===== src/rtl/fifo_w32_stream_reader.sv =====
// Read-side consumer for an ap_fifo-style show-ahead FIFO. It drains the FIFO
// into a valid/ready stream through a two-entry skid buffer, and it tags every
// PKT_LEN-th word with m_tlast.
// Optional feature: define FIFO_RD_STATS_EN to add the word_cnt output, which
// counts output handshakes.
module fifo_w32_stream_reader #(
  parameter int unsigned DATA_WIDTH = 32,
  parameter int unsigned PKT_LEN    = 5,
  parameter int unsigned CNT_WIDTH  = 16
) (
  input  logic                  clk,
  input  logic                  reset,
  input  logic                  if_empty_n,
  output logic                  if_read_ce,
  output logic                  if_read,
  input  logic [DATA_WIDTH-1:0] if_dout,
  output logic                  m_tvalid,
  input  logic                  m_tready,
  output logic [DATA_WIDTH-1:0] m_tdata,
  output logic                  m_tlast,
  output logic                  pkt_done
`ifdef FIFO_RD_STATS_EN
  ,
  output logic [CNT_WIDTH-1:0]  word_cnt
`endif
);

  typedef enum logic [1:0] {StEmpty, StOne, StTwo} occ_e;

  localparam logic [CNT_WIDTH-1:0] LastBeat = CNT_WIDTH'(PKT_LEN - 1);

  occ_e                  occ_q, occ_d;
  logic [DATA_WIDTH-1:0] head_data_q, head_data_d;
  logic                  head_last_q, head_last_d;
  logic [DATA_WIDTH-1:0] skid_data_q, skid_data_d;
  logic                  skid_last_q, skid_last_d;
  logic [CNT_WIDTH-1:0]  beat_q, beat_d;
  logic                  pkt_done_q, pkt_done_d;
  logic                  push, pop, new_last;

  // The FIFO read depends only on registered occupancy, never on m_tready.
  always_comb begin
    push     = if_empty_n & (occ_q != StTwo) & ~reset;
    pop      = (occ_q != StEmpty) & m_tready;
    new_last = (beat_q == LastBeat);
  end

  assign if_read_ce = ~reset;
  assign if_read    = push;
  assign m_tvalid   = (occ_q != StEmpty);
  assign m_tdata    = head_data_q;
  assign m_tlast    = head_last_q;
  assign pkt_done   = pkt_done_q;

  // Next state for the occupancy FSM, the two buffer entries, and the beat index.
  always_comb begin
    occ_d       = occ_q;
    head_data_d = head_data_q;
    head_last_d = head_last_q;
    skid_data_d = skid_data_q;
    skid_last_d = skid_last_q;
    beat_d      = beat_q;
    pkt_done_d  = pop & head_last_q;

    if (push) begin
      beat_d = new_last ? '0 : beat_q + CNT_WIDTH'(1);
    end

    unique case (occ_q)
      StEmpty: begin
        if (push) begin
          occ_d       = StOne;
          head_data_d = if_dout;
          head_last_d = new_last;
        end
      end
      StOne: begin
        if (push && pop) begin
          // The head leaves while the new word takes its place.
          head_data_d = if_dout;
          head_last_d = new_last;
        end else if (push) begin
          occ_d       = StTwo;
          skid_data_d = if_dout;
          skid_last_d = new_last;
        end else if (pop) begin
          occ_d = StEmpty;
        end
      end
      StTwo: begin
        if (pop) begin
          occ_d       = StOne;
          head_data_d = skid_data_q;
          head_last_d = skid_last_q;
        end
      end
      default: occ_d = StEmpty;
    endcase
  end

  // State registers with synchronous reset; buffered words are dropped on reset.
  always_ff @(posedge clk) begin
    if (reset) begin
      occ_q       <= StEmpty;
      head_data_q <= '0;
      head_last_q <= 1'b0;
      skid_data_q <= '0;
      skid_last_q <= 1'b0;
      beat_q      <= '0;
      pkt_done_q  <= 1'b0;
    end else begin
      occ_q       <= occ_d;
      head_data_q <= head_data_d;
      head_last_q <= head_last_d;
      skid_data_q <= skid_data_d;
      skid_last_q <= skid_last_d;
      beat_q      <= beat_d;
      pkt_done_q  <= pkt_done_d;
    end
  end

`ifdef FIFO_RD_STATS_EN
  logic [CNT_WIDTH-1:0] word_cnt_q, word_cnt_d;

  // Count output handshakes; the count wraps naturally at 2^CNT_WIDTH.
  always_comb begin
    word_cnt_d = word_cnt_q;
    if (pop) begin
      word_cnt_d = word_cnt_q + CNT_WIDTH'(1);
    end
  end

  // Handshake counter register.
  always_ff @(posedge clk) begin
    if (reset) begin
      word_cnt_q <= '0;
    end else begin
      word_cnt_q <= word_cnt_d;
    end
  end

  assign word_cnt = word_cnt_q;
`endif

endmodule


===== config.mk =====
export PLATFORM = sky130hd
export DESIGN_NAME = fifo_w32_stream_reader
export DESIGN_NICKNAME = d
export VERILOG_FILES = /design/src/rtl/fifo_w32_stream_reader.sv
export SDC_FILE = /design/constraint.sdc
export NUM_CORES = 1
export LEC_CHECK = 0
export ABC_CLOCK_PERIOD_IN_PS = 1450
export CORE_UTILIZATION = 40
export CTS_CLUSTER_SIZE = 14
export DETAILED_ROUTE_END_ITERATION = 10
export PLACE_DENSITY = 0.67
export SLEW_MARGIN = 20
export SYNTH_ARGS = -nofsm -noshare
export SYNTH_HDL_FRONTEND = slang
export SYNTH_SLANG_ARGS = --single-unit

===== constraint.sdc =====
create_clock -name clk -period 1.45 [get_ports clk]
set_input_delay 0.29 -clock clk [delete_from_list [all_inputs] [get_ports clk]]
set_output_delay 0.29 -clock clk [all_outputs]
set_load 0.01 [all_outputs]

==> metrics.yaml <==
die_area_mm2: 0.00953
clock_skew_ns: 0.00860
drive_gt1_share_pct: 33.5
start_util_pct: 41.5
htree_num_levels: 3
syn_inst: 447
holdPathStages: 5
io_buffers: 72
synth_cell_types: 47
synth_nets: 485
path_max_fanout: 6
ir_worst_vdd_uv: 468
place_hpwl_um: 6200
min_to: "m_tlast"
reg2reg_to: "skid_data_q[11]"
crit_type: "reg -> reg"
remaining_drc_errors: 22
tns_ns: -5.22
cp_top_family: "simple AND/OR/NAND/NOR gates"
cap_violations: 0
worstPathBufferInverterCount: 2
power.density_mw_per_mm2: 920
grt_usage_pct: 22.6
arrival_ns: 1.77
tightest_slew_ns: 0.732
grt_max_degree: 56
yosys_warnings: 0
critPathRequiredTime_ns: 1.66
vias: 3739
rows: 34
timing.final.ws_setup_ns: -0.111
drt_wl_total_um: 12100
grt-ovfl-total: 0
via_per_inst: 5.47
avgSynthCellArea_um2: 8.18
fin_area_mm2: 0.00584
hold_path.class: "in -> reg"
period_needed_ns: 1.56
hold_ws_ns: 0.374
grt_pass1_vias: 3510
hold_viol: 0
synth_ff_type: "dfxtp_1"
synth_edf_count: 0
cts_root_buffer: "clkbuf_8"
clock_sinks: 85
timing.rr.start: "occ_q[1]"
final_nets: 611
async_reset_ff_share_pct: 0
cts.clk_slew.worst_paths_ns: 0.08
coreArea_mm2: 0.00881
grt_pass1_wl_um: 16900
dp_cells: 639
slowest_stage: "or4b_4"
maxSlewViolCount: 0
r2r_cells: 5
syn_area_mm2: 0.00366
p_leak_uw: 0.00225
clock_latency_ns: 0.36
post-route-period-util_pct: 108
ios: 73
max_stage_delay_ns: 0.58
area_delta_synth_final_pct: 59.7
clock_tree.buffer_depth: 2
drt_iter0_markers: 180
timing.fmax_ghz: 0.641
placed_area_mm2: 0.00472
rsz0062_at_grt: "yes"
antennaDiodeCount: 0
die_w_um: 97.6
r2r_setup_slack_ns: -0.11
stdcell_count: 684
crit_chain: "buf_4 > or4b_4 > clkbuf_16 > nand2_2 > a21oi_1"
gp_congestion: 0.835
status: "finished, violations left"
cts_hold_buffers: 0
antenna_found_initial: 0
min_from: "reset"
die_h_um: 97.6
utilization_pct: 66.3
drtAntennaViolNets: 0
cts_tree: "done"
drtPass1Iterations: 9
wl_per_cell_um: 17.7
ys_ff_latch: 85
end_kind: "flop"
relSlewSlack_pct: 51.2
synth-seq-area-share_pct: 46.5
failed_checks: "design-rule violations, negative setup slack"
setup-violations-final: 80
critPathLaunchType: "flop"
cts_buffers: 9
cell usage in the layout, fill, tap and decap left out, types with 4 or more instances in the layout:
cell type / synthesis / routed
buf_4: 3 / 40
nor2_4: 0 / 6
a21oi_2: 0 / 9
a21oi_1: 41 / 32
xor2_1: 4 / 4
nand2_4: 0 / 5
buf_12: 0 / 10
a311oi_1: 26 / 7
dfxtp_2: 0 / 5
buf_6: 4 / 20
nand2_2: 0 / 16
dlygate4sd2_1: 0 / 37
a311oi_2: 6 / 25
nor2_1: 44 / 34
nand4_1: 5 / 5
nand3_1: 6 / 6
nand2_1: 137 / 116
clkbuf_8: 0 / 10
clkdlybuf4s50_1: 0 / 32
nor2_2: 0 / 4
dfxtp_1: 85 / 78
clkbuf_16: 0 / 5
where the power goes:
group          leakage (uW)  internal [uW]  total (uW)  switching, uW
Sequential         0.000696           2440        2510           68.1
Clock              0.000108            999        1870            869
Combinational       0.00144            527         999            472
Total               0.00225           3960        5370           1410
cell type report:
cell class | count | area (um2)
Timing Repair Buffer | 149 | 1580
Clock inverter | 4 | 73.8
Inverter | 5 | 23.8
Sequential cell | 85 | 1720
Fill cell | 725 | 2970
Tap cell | 108 | 135
Clock buffer | 10 | 138
Multi-Input combinational cell | 323 | 2180
how the worst max path moves through the flow:
stage / startpoint / endpoint / slack (ns) / depth (start not counted)
5_1_grt: occ_q[1] / m_tdata[9] / -0.16 / 7
4_1_cts: occ_q[0] / m_tdata[10] / -0.12 / 8
2_1_floorplan: reset / skid_data_q[0] / -0.02 / 6
3_5_place_dp: if_empty_n / m_tdata[19] / -0.57 / 7
6_report: occ_q[1] / skid_data_q[11] / -0.11 / 5
3_3_place_gp: if_empty_n / if_read / -0.55 / 5
synthesized netlist by cell type (all sizes together) (2+ instances only):
library cell / number / share of area (%)
a21oi: 41 / 5.6
a311oi: 32 / 8.7
and3: 2 / 0.34
and4: 4 / 0.96
buf: 23 / 4.0
clkbuf: 11 / 1.1
dfxtp: 85 / 47
ha: 2 / 0.68
inv: 5 / 0.51
mux2i: 2 / 0.55
nand2: 137 / 14
nand2b: 2 / 0.48
nand3: 7 / 1.1
nand4: 6 / 1.4
nor2: 44 / 4.5
nor3: 3 / 0.41
nor4: 3 / 0.51
nor4b: 3 / 1.1
o21ai: 5 / 0.68
or3: 5 / 0.86
xnor2: 2 / 0.48
xor2: 4 / 0.96
stage by stage:
step	setup WS, ns	total power (uW)
3_5_place_dp	-0.574	3310
2_1_floorplan	-0.0151	2910
3_3_place_gp	-0.550	3300
5_1_grt	-0.164	5570
4_1_cts	-0.116	5280
6_report	-0.111	5370
cells by family (layout without fill, tap and decap cells):
family / count (synthesis) / count (layout) / synth area share (%)
AOI/OAI and AO/OA: 88 / 88 / 17.3
xor gates and xnor gates: 6 / 6 / 1.44
adders and majority gates: 2 / 2 / 0.684
buffers and inverters: 39 / 168 / 5.68
DFF: 85 / 85 / 46.5
muxes: 2 / 2 / 0.547
and+or+nand+nor: 225 / 225 / 27.8
layer usage:
| metal | track usage [%] | wire length [um] |
|---|---|---|
| met1 | 27.7 | 5090 |
| met2 | 38.8 | 5930 |
| met3 | 3.31 | 727 |
| met4 | 10.4 | 325 |
| met5 | 0 | 0 |
sequential cells by signal, indices dropped and copies added, names as in the netlist:
register     count
beat_q          16
m_tlast          1
occ_q            2
skid_last_q      1
skid_data_q     32
m_tdata         32
pkt_done         1
worst reg2reg max path, cell delays in order, from the launching register on:
cell and delay [ns]:
dfxtp_4 0.37, buf_4 0.13, or4b_4 0.58, clkbuf_16 0.21
nand2_2 0.05, a21oi_1 0.06
timing repair:
action,4_1_cts,5_1_grt
pin swaps,28,45
buffers inserted,6,17
resized for setup,95,90
cloned,6,7
endpoints found under the setup margin,119,76
Power figures use the tool's default switching activity.
